$ cat src/rtl/dfx_axil_reg_responder.sv
// ----------------------------------------------------------------------------
// dfx_axil_reg_responder
// AXI4-Lite responder terminating the PCIe-to-DFX control path. Hosts a small
// register bank (ID, SCRATCH, CONTROL, STATUS, WRCOUNT), drives the CONTROL
// value to the MCU and samples the MCU status word every cycle.
//
// Ports
//   AxiBusClock, xAxiBusReset      clock, synchronous active-high reset
//   xPcieToDfx_AXI_aw*/w*/b*       AXI4-Lite write address/data/response
//   xPcieToDfx_AXI_ar*/r*          AXI4-Lite read address/data
//   sMcuInputControl               CONTROL register toward the MCU
//   sMcuOutputControl              MCU status input (registered into STATUS)
//   xControlWritePulse             one-cycle pulse with bvalid of an OKAY CONTROL write
// ----------------------------------------------------------------------------
module dfx_axil_reg_responder #(
   parameter int unsigned ADDR_WIDTH    = 32,
   parameter int unsigned REG_ADDR_BITS = 5,
   parameter logic [31:0] ID_VALUE      = 32'hDF10_0001,
   parameter logic [31:0] CONTROL_RESET = 32'h0000_0000
) (
   input  logic                  AxiBusClock,
   input  logic                  xAxiBusReset,
   input  logic [ADDR_WIDTH-1:0] xPcieToDfx_AXI_awaddr,
   input  logic [2:0]            xPcieToDfx_AXI_awprot,
   input  logic                  xPcieToDfx_AXI_awvalid,
   output logic                  xPcieToDfx_AXI_awready,
   input  logic [31:0]           xPcieToDfx_AXI_wdata,
   input  logic [3:0]            xPcieToDfx_AXI_wstrb,
   input  logic                  xPcieToDfx_AXI_wvalid,
   output logic                  xPcieToDfx_AXI_wready,
   output logic [1:0]            xPcieToDfx_AXI_bresp,
   output logic                  xPcieToDfx_AXI_bvalid,
   input  logic                  xPcieToDfx_AXI_bready,
   input  logic [ADDR_WIDTH-1:0] xPcieToDfx_AXI_araddr,
   input  logic [2:0]            xPcieToDfx_AXI_arprot,
   input  logic                  xPcieToDfx_AXI_arvalid,
   output logic                  xPcieToDfx_AXI_arready,
   output logic [31:0]           xPcieToDfx_AXI_rdata,
   output logic [1:0]            xPcieToDfx_AXI_rresp,
   output logic                  xPcieToDfx_AXI_rvalid,
   input  logic                  xPcieToDfx_AXI_rready,
   output logic [31:0]           sMcuInputControl,
   input  logic [31:0]           sMcuOutputControl,
   output logic                  xControlWritePulse
);

   localparam int unsigned IDX_W = REG_ADDR_BITS - 2;
   localparam logic [IDX_W-1:0] IDX_ID      = IDX_W'(0);
   localparam logic [IDX_W-1:0] IDX_SCRATCH = IDX_W'(1);
   localparam logic [IDX_W-1:0] IDX_CONTROL = IDX_W'(2);
   localparam logic [IDX_W-1:0] IDX_STATUS  = IDX_W'(3);
   localparam logic [IDX_W-1:0] IDX_WRCOUNT = IDX_W'(4);

   localparam logic [1:0] RESP_OKAY   = 2'b00;
   localparam logic [1:0] RESP_SLVERR = 2'b10;

   localparam logic W_IDLE = 1'b0;
   localparam logic W_RESP = 1'b1;
   localparam logic R_IDLE = 1'b0;
   localparam logic R_DATA = 1'b1;

   logic                  wState, wStateNext;
   logic                  rState, rStateNext;
   logic                  awHeld, wHeld;
   logic [ADDR_WIDTH-1:0] awAddrQ;
   logic [31:0]           wDataQ;
   logic [3:0]            wStrbQ;
   logic [31:0]           scratchQ, statusQ, wrCountQ;

   // Byte-lane merge of new write data into an existing register value
   function automatic logic [31:0] mergeStrobe(input logic [31:0] oldVal,
                                               input logic [31:0] newVal,
                                               input logic [3:0]  strb);
      logic [31:0] res;
      res = oldVal;
      for (int b = 0; b < 4; b++) begin
         if (strb[b]) res[b*8 +: 8] = newVal[b*8 +: 8];
      end
      return res;
   endfunction

   // Write side: AW/W may arrive in either order; a held beat takes priority over the bus
   logic                  awHs, wHs, haveAw, haveW, commit;
   logic [ADDR_WIDTH-1:0] wrAddr;
   logic [31:0]           wrData;
   logic [3:0]            wrStrb;
   logic                  wrHit, wrScratch, wrControl, wrOk;
   logic [IDX_W-1:0]      wrIdx;

   assign awHs      = xPcieToDfx_AXI_awvalid & xPcieToDfx_AXI_awready;
   assign wHs       = xPcieToDfx_AXI_wvalid & xPcieToDfx_AXI_wready;
   assign haveAw    = awHeld | awHs;
   assign haveW     = wHeld | wHs;
   assign commit    = (wState == W_IDLE) & haveAw & haveW;
   assign wrAddr    = awHeld ? awAddrQ : xPcieToDfx_AXI_awaddr;
   assign wrData    = wHeld ? wDataQ : xPcieToDfx_AXI_wdata;
   assign wrStrb    = wHeld ? wStrbQ : xPcieToDfx_AXI_wstrb;
   assign wrHit     = (wrAddr[ADDR_WIDTH-1:REG_ADDR_BITS] == '0);
   assign wrIdx     = wrAddr[REG_ADDR_BITS-1:2];
   assign wrScratch = wrHit & (wrIdx == IDX_SCRATCH);
   assign wrControl = wrHit & (wrIdx == IDX_CONTROL);
   assign wrOk      = wrScratch | wrControl;

   // Read side decode and data mux
   logic             arHs, rdHit, rdOk;
   logic [IDX_W-1:0] rdIdx;
   logic [31:0]      rdMux;

   assign arHs  = xPcieToDfx_AXI_arvalid & xPcieToDfx_AXI_arready;
   assign rdHit = (xPcieToDfx_AXI_araddr[ADDR_WIDTH-1:REG_ADDR_BITS] == '0);
   assign rdIdx = xPcieToDfx_AXI_araddr[REG_ADDR_BITS-1:2];

   always_comb begin
      rdMux = 32'h0;
      rdOk  = rdHit;
      case (rdIdx)
         IDX_ID:      rdMux = ID_VALUE;
         IDX_SCRATCH: rdMux = scratchQ;
         IDX_CONTROL: rdMux = sMcuInputControl;
         IDX_STATUS:  rdMux = statusQ;
         IDX_WRCOUNT: rdMux = wrCountQ;
         default:     rdOk  = 1'b0;
      endcase
      if (!rdOk) rdMux = 32'h0;
   end

   // Address LSBs and protection bits carry no meaning for this bank
   logic unusedBits;
   assign unusedBits = ^{xPcieToDfx_AXI_awprot, xPcieToDfx_AXI_arprot,
                         wrAddr[1:0], xPcieToDfx_AXI_araddr[1:0]};

   // Next-state logic for both channel FSMs
   always_comb begin
      wStateNext = wState;
      rStateNext = rState;
      case (wState)
         W_IDLE:  if (commit) wStateNext = W_RESP;
         W_RESP:  if (xPcieToDfx_AXI_bready) wStateNext = W_IDLE;
         default: wStateNext = W_IDLE;
      endcase
      case (rState)
         R_IDLE:  if (arHs) rStateNext = R_DATA;
         R_DATA:  if (xPcieToDfx_AXI_rready) rStateNext = R_IDLE;
         default: rStateNext = R_IDLE;
      endcase
   end

   // State, register bank and registered channel outputs
   always_ff @(posedge AxiBusClock) begin
      if (xAxiBusReset) begin
         wState                 <= W_IDLE;
         rState                 <= R_IDLE;
         awHeld                 <= 1'b0;
         wHeld                  <= 1'b0;
         awAddrQ                <= '0;
         wDataQ                 <= 32'h0;
         wStrbQ                 <= 4'h0;
         scratchQ               <= 32'h0;
         statusQ                <= 32'h0;
         wrCountQ               <= 32'h0;
         sMcuInputControl       <= CONTROL_RESET;
         xControlWritePulse     <= 1'b0;
         xPcieToDfx_AXI_awready <= 1'b0;
         xPcieToDfx_AXI_wready  <= 1'b0;
         xPcieToDfx_AXI_bvalid  <= 1'b0;
         xPcieToDfx_AXI_bresp   <= RESP_OKAY;
         xPcieToDfx_AXI_arready <= 1'b0;
         xPcieToDfx_AXI_rvalid  <= 1'b0;
         xPcieToDfx_AXI_rresp   <= RESP_OKAY;
         xPcieToDfx_AXI_rdata   <= 32'h0;
      end else begin
         wState             <= wStateNext;
         rState             <= rStateNext;
         statusQ            <= sMcuOutputControl;
         xControlWritePulse <= commit & wrControl;

         if (wState == W_IDLE) begin
            if (awHs) begin
               awAddrQ <= xPcieToDfx_AXI_awaddr;
               awHeld  <= 1'b1;
            end
            if (wHs) begin
               wDataQ <= xPcieToDfx_AXI_wdata;
               wStrbQ <= xPcieToDfx_AXI_wstrb;
               wHeld  <= 1'b1;
            end
            xPcieToDfx_AXI_awready <= ~haveAw;
            xPcieToDfx_AXI_wready  <= ~haveW;
            if (commit) begin
               awHeld                <= 1'b0;
               wHeld                 <= 1'b0;
               xPcieToDfx_AXI_bvalid <= 1'b1;
               xPcieToDfx_AXI_bresp  <= wrOk ? RESP_OKAY : RESP_SLVERR;
               if (wrScratch) scratchQ <= mergeStrobe(scratchQ, wrData, wrStrb);
               if (wrControl) sMcuInputControl <= mergeStrobe(sMcuInputControl, wrData, wrStrb);
               if (wrOk) wrCountQ <= wrCountQ + 32'd1;
            end
         end else if (xPcieToDfx_AXI_bready) begin
            xPcieToDfx_AXI_bvalid  <= 1'b0;
            xPcieToDfx_AXI_awready <= 1'b1;
            xPcieToDfx_AXI_wready  <= 1'b1;
         end

         if (rState == R_IDLE) begin
            if (arHs) begin
               xPcieToDfx_AXI_arready <= 1'b0;
               xPcieToDfx_AXI_rvalid  <= 1'b1;
               xPcieToDfx_AXI_rdata   <= rdMux;
               xPcieToDfx_AXI_rresp   <= rdOk ? RESP_OKAY : RESP_SLVERR;
            end else begin
               xPcieToDfx_AXI_arready <= 1'b1;
            end
         end else if (xPcieToDfx_AXI_rready) begin
            xPcieToDfx_AXI_rvalid  <= 1'b0;
            xPcieToDfx_AXI_arready <= 1'b1;
         end
      end
   end

endmodule

$ cat config.mk
export PLATFORM = sky130hd
export DESIGN_NAME = dfx_axil_reg_responder
export DESIGN_NICKNAME = d
export VERILOG_FILES = /design/src/rtl/dfx_axil_reg_responder.sv
export SDC_FILE = /design/constraint.sdc
export NUM_CORES = 1
export LEC_CHECK = 0
export CAP_MARGIN = 15
export CORE_MARGIN = 2
export CORE_UTILIZATION = 46
export CTS_BUF_LIST = sky130_fd_sc_hd__clkbuf_4 sky130_fd_sc_hd__clkbuf_8 sky130_fd_sc_hd__clkbuf_16
export CTS_CLUSTER_DIAMETER = 150
export DETAILED_ROUTE_END_ITERATION = 7
export GPL_ROUTABILITY_DRIVEN = 0
export GPL_TIMING_DRIVEN = 0
export PLACE_DENSITY = 0.77
export SLEW_MARGIN = 0
export SYNTH_ARGS = -nofsm -noshare
export SYNTH_HDL_FRONTEND = slang
export SYNTH_SLANG_ARGS = --single-unit
$ cat constraint.sdc
create_clock -name AxiBusClock -period 2.6 [get_ports AxiBusClock]
set_clock_uncertainty 0.15 [all_clocks]
set_input_delay 0.52 -clock AxiBusClock [delete_from_list [all_inputs] [get_ports AxiBusClock]]
set_output_delay 0.52 -clock AxiBusClock [all_outputs]
set_load 0.03 [all_outputs]
* After elaboration in Yosys (flattened, before gate mapping)
Cells that the tools add are included.
** Operators by class
- Eq/ne operators :: 8
- Muxes and demuxes :: 30
- Reductions and logical operators :: 25
- Bitwise operators :: 15
- $add $sub $neg :: 1
** Operator list (number)
- $pmux 32 s5 :: 1
- $mux 32 :: 3
- $logic_not 27->1 :: 2
- $add 32x1->32 const B :: 1
- $reduce_and 4->1 :: 8
- $mux 1 :: 21
- $reduce_and 2->1 :: 8
- $eq 3x2->1 const B :: 3
- $and 1x1->1 :: 8
- $reduce_bool 2->1 :: 4
- $eq 3x1->1 const B :: 2
- $reduce_or 5->1 :: 1
- $mux 2 :: 2
- $mux 4 :: 1
- $ne 2x2->1 const B :: 2
- $not 1->1 :: 4
- $pmux 1 s2 :: 2
- $eq 3x3->1 const B :: 1
- $logic_not 3->1 :: 1
- $or 1x1->1 :: 3
- $reduce_and 3->1 :: 1
** Storage, ports and cells
- Flip-flop bits (word level) :: 242
- Logic and storage cells :: 105
- Output and inout port bits :: 74

* Longest topological paths before layout
- Depth after elaboration :: 6
- Mapped depth :: 9

* Worst setup path before layout
OpenSTA, ideal clock, no wires.
- Path kind :: reg-to-reg
- Start :: register xPcieToDfx_AXI_wready
- End :: register wrCountQ[31]
- Arrival :: 2.313 ns
- Path slack :: 0.016 ns
- Stages on the path, launching flop included :: 9
- Required time :: 2.329 ns
- Clock period less this slack :: 2.584 ns
- Path through :: dfxtp_1 > nand3b_1 > a211oi_2 > a21boi_1 > buf_4 > and3_1 > clkbuf_1 > and4bb_2 > mux2_2
** Between the ends
- Word-level cells in the longest chain between the ends :: 4
** Ends and longest elaborated chain
- start: declaration :: RTL line 30 : output logic xPcieToDfx_AXI_wready,
- start signal: assignment :: RTL line 188 : xPcieToDfx_AXI_wready <= ~haveW;
- $and 1x1->1 :: RTL line 91 : assign wHs = xPcieToDfx_AXI_wvalid & xPcieToDfx_AXI_wready;
- $or 1x1->1 :: RTL line 93 : assign haveW = wHeld | wHs;
- $and 1x1->1 :: RTL line 94 : assign commit = (wState == W_IDLE) & haveAw & haveW;
- $reduce_and 3->1 (no line)
- end signal: assignment :: RTL line 196 : if (wrOk) wrCountQ <= wrCountQ + 32'd1;
- end: declaration :: RTL line 68 : logic [31:0] scratchQ, statusQ, wrCountQ;
No other way between the ends.
A chain may end at the register's enable or synchronous reset.

* Worst setup path in the final report
- Start :: register awHeld
- End :: register wrCountQ[9]
** Between the ends
- Word-level cells in the longest chain between the ends :: 5
- Elaborated cells between the ends (all ways) :: 11
** Ends and longest elaborated chain
- start: declaration :: RTL line 64 : logic awHeld, wHeld;
- start signal: assignment :: RTL line 153 : awHeld <= 1'b0;
- start signal: assignment :: RTL line 180 : awHeld <= 1'b1;
- start signal: assignment :: RTL line 190 : awHeld <= 1'b0;
- $mux 32 :: RTL line 95 : assign wrAddr = awHeld ? awAddrQ : xPcieToDfx_AXI_awaddr;
- $logic_not 27->1 (tied with other cells) :: RTL line 98 : assign wrHit = (wrAddr[ADDR_WIDTH-1:REG_ADDR_BITS] == '0);
- $and 1x1->1, on equally long branches :: RTL line 100, 101
- $or 1x1->1 :: RTL line 102 : assign wrOk = wrScratch | wrControl;
- $reduce_and 3->1 (no line) *
Every way passes the cells marked *; elsewhere a longest branch is shown, timed or not.

==> flow_summary.toml <==
[outcome]
status = "complete, but fails checks"
violations = "setup timing"

[setup_path]
rr_endpoint = "wrCountQ[9]$_SDFFE_PP0P_"
start_kind = "flop"
crit-reg2reg-launch = "awHeld$_SDFFE_PP0P_"
crit_top_cell = "buf_6"
worst_path_max_delay_cell = "a221oi_4"
critical_path_class = "reg2reg"
path_cells = "buf_12 > nor4_4 > nand2_1 > a221oi_4 > buf_6 > nand4_1 > buf_6 > or3_4 > a21oi_2"
cp_top_family = "simple AND/OR/NAND/NOR gates"
crit_path_end_kind = "flop"
cp.required_ns = 2.90
ff2ff_setup_slack_ns = -0.05
critical_path_buf_inv_count = 3
cpPeakStageDelay_ns = 0.38
reg2reg_depth = 9
path_max_fanout = 9
arrival_ns = 2.94

[grt]
grt_pass1_wl_um = 48020
grt_pass1_vias = 9107
grt.overflow.total = 0
antenna_found_initial = 1
grt_max_degree = 16
track_usage_pct = 27.10

[synth]
synth-xor-area-share_pct = 1.062
synth.top_cell.area_share_pct = 48.14
synthesis.area_um2 = 9898
synth_fa_ha_area_share_pct = 0.1264
synth-seq-area-share_pct = 48.14
synth_top_family_by_area = "simple AND/OR/NAND/NOR gates"
synth_flop_cell = "dfxtp_1"
synth.area.mux_share_pct = 11.45
avgSynthCellArea_um2 = 8.721
netlist-cell-type-count = 44
synth_warnings = 0
synth.ff_latch_count = 238
yosysTopAreaCell = "dfxtp_1"
synthSimpleGateAreaFrac_pct = 20.71
synth-edff-count = 0
async_reset_ff_share_pct = 0
synth_compound_area_share_pct = 14.71
synthTopCellsByArea = "dfxtp_1 48%, a21oi_1 7.8%, mux2i_1 7.6%"
synth_cells = 1135

[detailed_routing]
drtPass1Iterations = 6
via_count = 9656
drcViolationCount = 0
drt_iter0_drc = 888
wl_per_cell_um = 19.23
totalWireLength_um = 32270
drtAntennaViolNets = 0
viasPerCell = 5.754

[sta]
fin_crit_sh_pct = 101.9
worst_slew_pin_slew_ns = 1.045
max_freq_mhz = 377.5
final_hold_viol_count = 0
rsz0062_at_grt = "true"
setup_violations = 3
max_slew_margin_pct = 29.76
final_max_slew_viol_count = 0
min_period_ns = 2.649
finalWorstSetupSlack_ns = -0.04870

[clock_network]
numCtsBuffers = 24
insertion_delay_ns = 0.52
cts.sinks = 238
cts_tree = "done"
ctsLongestPathBuffers = 3
h-tree-depth = 1
path_clk_slew_ns = 0.07
clockRootBuffer = "clkbuf_16"
holdBufCountCts = 0

[final_layout]
nets = 1530
area_growth_pct = 37.49
mostFrequentLayoutCells = "237 x dfxtp_1, 196 x clkdlybuf4s50_1, 154 x nand2_1"
nFillCells = 1674
layout-drive-gt1-share_pct = 11.34
mostFrequentLayoutCell = "dfxtp_1"
design_area_um2 = 13610

[floorplanning]
initial_core_util_pct = 46.94
rows = 53
fp.dieH_um = 150.7
die-area_um2 = 22710
ios = 219
fp.dieW_um = 150.7
core_um2 = 21090

[placement]
hpwl_um = 23170
dp_worst_setup_slack_ns = -0.9971
port_buffers = 205
place_area_um2 = 12300

[pwr]
power_density_nw_per_um2 = 607.9
p_total_mw = 8.273
ir_drop_mv = 0.3511
power_leakage_nw = 5.322

[flow_run]
max-cap-violations = 0

[min_path]
hp-class = "in2reg"
hp-start = "xPcieToDfx_AXI_awaddr[20]"
whs_path_depth = 3
hold_end = "awAddrQ[20]$_SDFFE_PP0P_"
-- cell usage after synthesis, types with 6 or more instances --
master,n
nor2b_1,37
mux2_2,34
mux2i_1,75
and3_1,10
or3_1,13
dfxtp_1,238
nand4_1,18
inv_1,15
nand3_1,7
a21oi_1,154
nor3_1,11
nor2_1,132
o21ai_0,15
nand2_1,154
nor4_1,17
xor2_1,8
nand4_2,8
o22ai_1,9
clkbuf_1,65
a22oi_1,55
buf_4,6
-- worst max path at each step --
stage | startpoint | endpoint | slack, ns | cells after the start
floorplan | xPcieToDfx_AXI_wready$_SDFFE_PP0P_ | wrCountQ[31]$_SDFFE_PP0P_ | 0.02 | 8
global placement | xPcieToDfx_AXI_araddr[3] | xPcieToDfx_AXI_rdata[15]$_SDFFE_PP0P_ | -0.99 | 8
detailed placement | xPcieToDfx_AXI_araddr[3] | xPcieToDfx_AXI_rdata[15]$_SDFFE_PP0P_ | -1.0 | 8
CTS | xPcieToDfx_AXI_awaddr[2] | wrCountQ[26]$_SDFFE_PP0P_ | 0.0004 | 9
global route | awHeld$_SDFFE_PP0P_ | wrCountQ[9]$_SDFFE_PP0P_ | -0.15 | 9
finish | awHeld$_SDFFE_PP0P_ | wrCountQ[9]$_SDFFE_PP0P_ | -0.05 | 9
-- worst reg2reg max path: stages (launching register included) --
cell and delay [ns]:
dfxtp_4 0.36, buf_12 0.14, nor4_4 0.27, nand2_1 0.13
a221oi_4 0.38, buf_6 0.18, nand4_1 0.27, buf_6 0.24
or3_4 0.32, a21oi_2 0.13
-- sequential cells by signal (all words and copies together) (netlist names), 4 cells and up --
signal / cells
sMcuInputControl: 32
scratchQ: 32
statusQ: 32
wDataQ: 32
wrCountQ: 32
xPcieToDfx_AXI_rdata: 32
awAddrQ: 30
wStrbQ: 4
-- through the flow --
step	hold slack [ns]	utilization (%)	instances	setup TNS, ns
finish	0.1514	64.54	1678	-0.09457
global route	0.1683	64.54	1678	-1.335
CTS	0.2555	63.25	1668	0
detailed placement	0.2961	58.35	1616	-97.05
global placement	0.2883	58.32	1616	-96.01
floorplan	0.2811	-	1136	0
-- report_power, final --
group | switching, mW | internal (mW) | total [mW]
logic | 0.485 | 0.398 | 0.883
clock network | 1.49 | 2.10 | 3.59
registers | 0.0561 | 3.74 | 3.80
-- layer usage --
metal  vias up  track usage [%]  part of all wire (%)
met2       552            43.86                    45
met4         0            11.21                   4.0
met5         -                0                     0
met1      4553            35.95                    41
met3        82            4.576                   9.8
li1       4469                -                     -
-- repair_timing --
item,4_1_cts,5_1_grt
buffers inserted,8,11
resized for setup,30,57
pin swaps,12,18
endpoints found under the setup margin,120,101
cloned,1,0
-- cells by family after synthesis --
| group | after synthesis |
|---|---|
| flops | 238 |
| compound gates | 251 |
| buf+inv | 92 |
| simple gates | 431 |
| mux | 109 |
| fa+ha+maj | 1 |
| xor+xnor | 12 |
| other cells | 1 |
-- area by class of cell --
| type | count | area, um2 | share of cell area, % |
|---|---|---|---|
| Tap cell | 275 | 344.1 | 2.528 |
| Clock inverter | 13 | 133.9 | 0.9837 |
| Inverter | 15 | 56.30 | 0.4137 |
| Sequential cell | 238 | 4768 | 35.04 |
| Multi-Input combinational cell | 806 | 5021 | 36.89 |
| Timing Repair Buffer | 225 | 2222 | 16.33 |
| Antenna cell | 1 | 2.502 | 0.01839 |
| Clock buffer | 31 | 695.7 | 5.112 |
| Buffer | 74 | 365.4 | 2.685 |
Note: power is estimated with default switching activity, not from simulation.
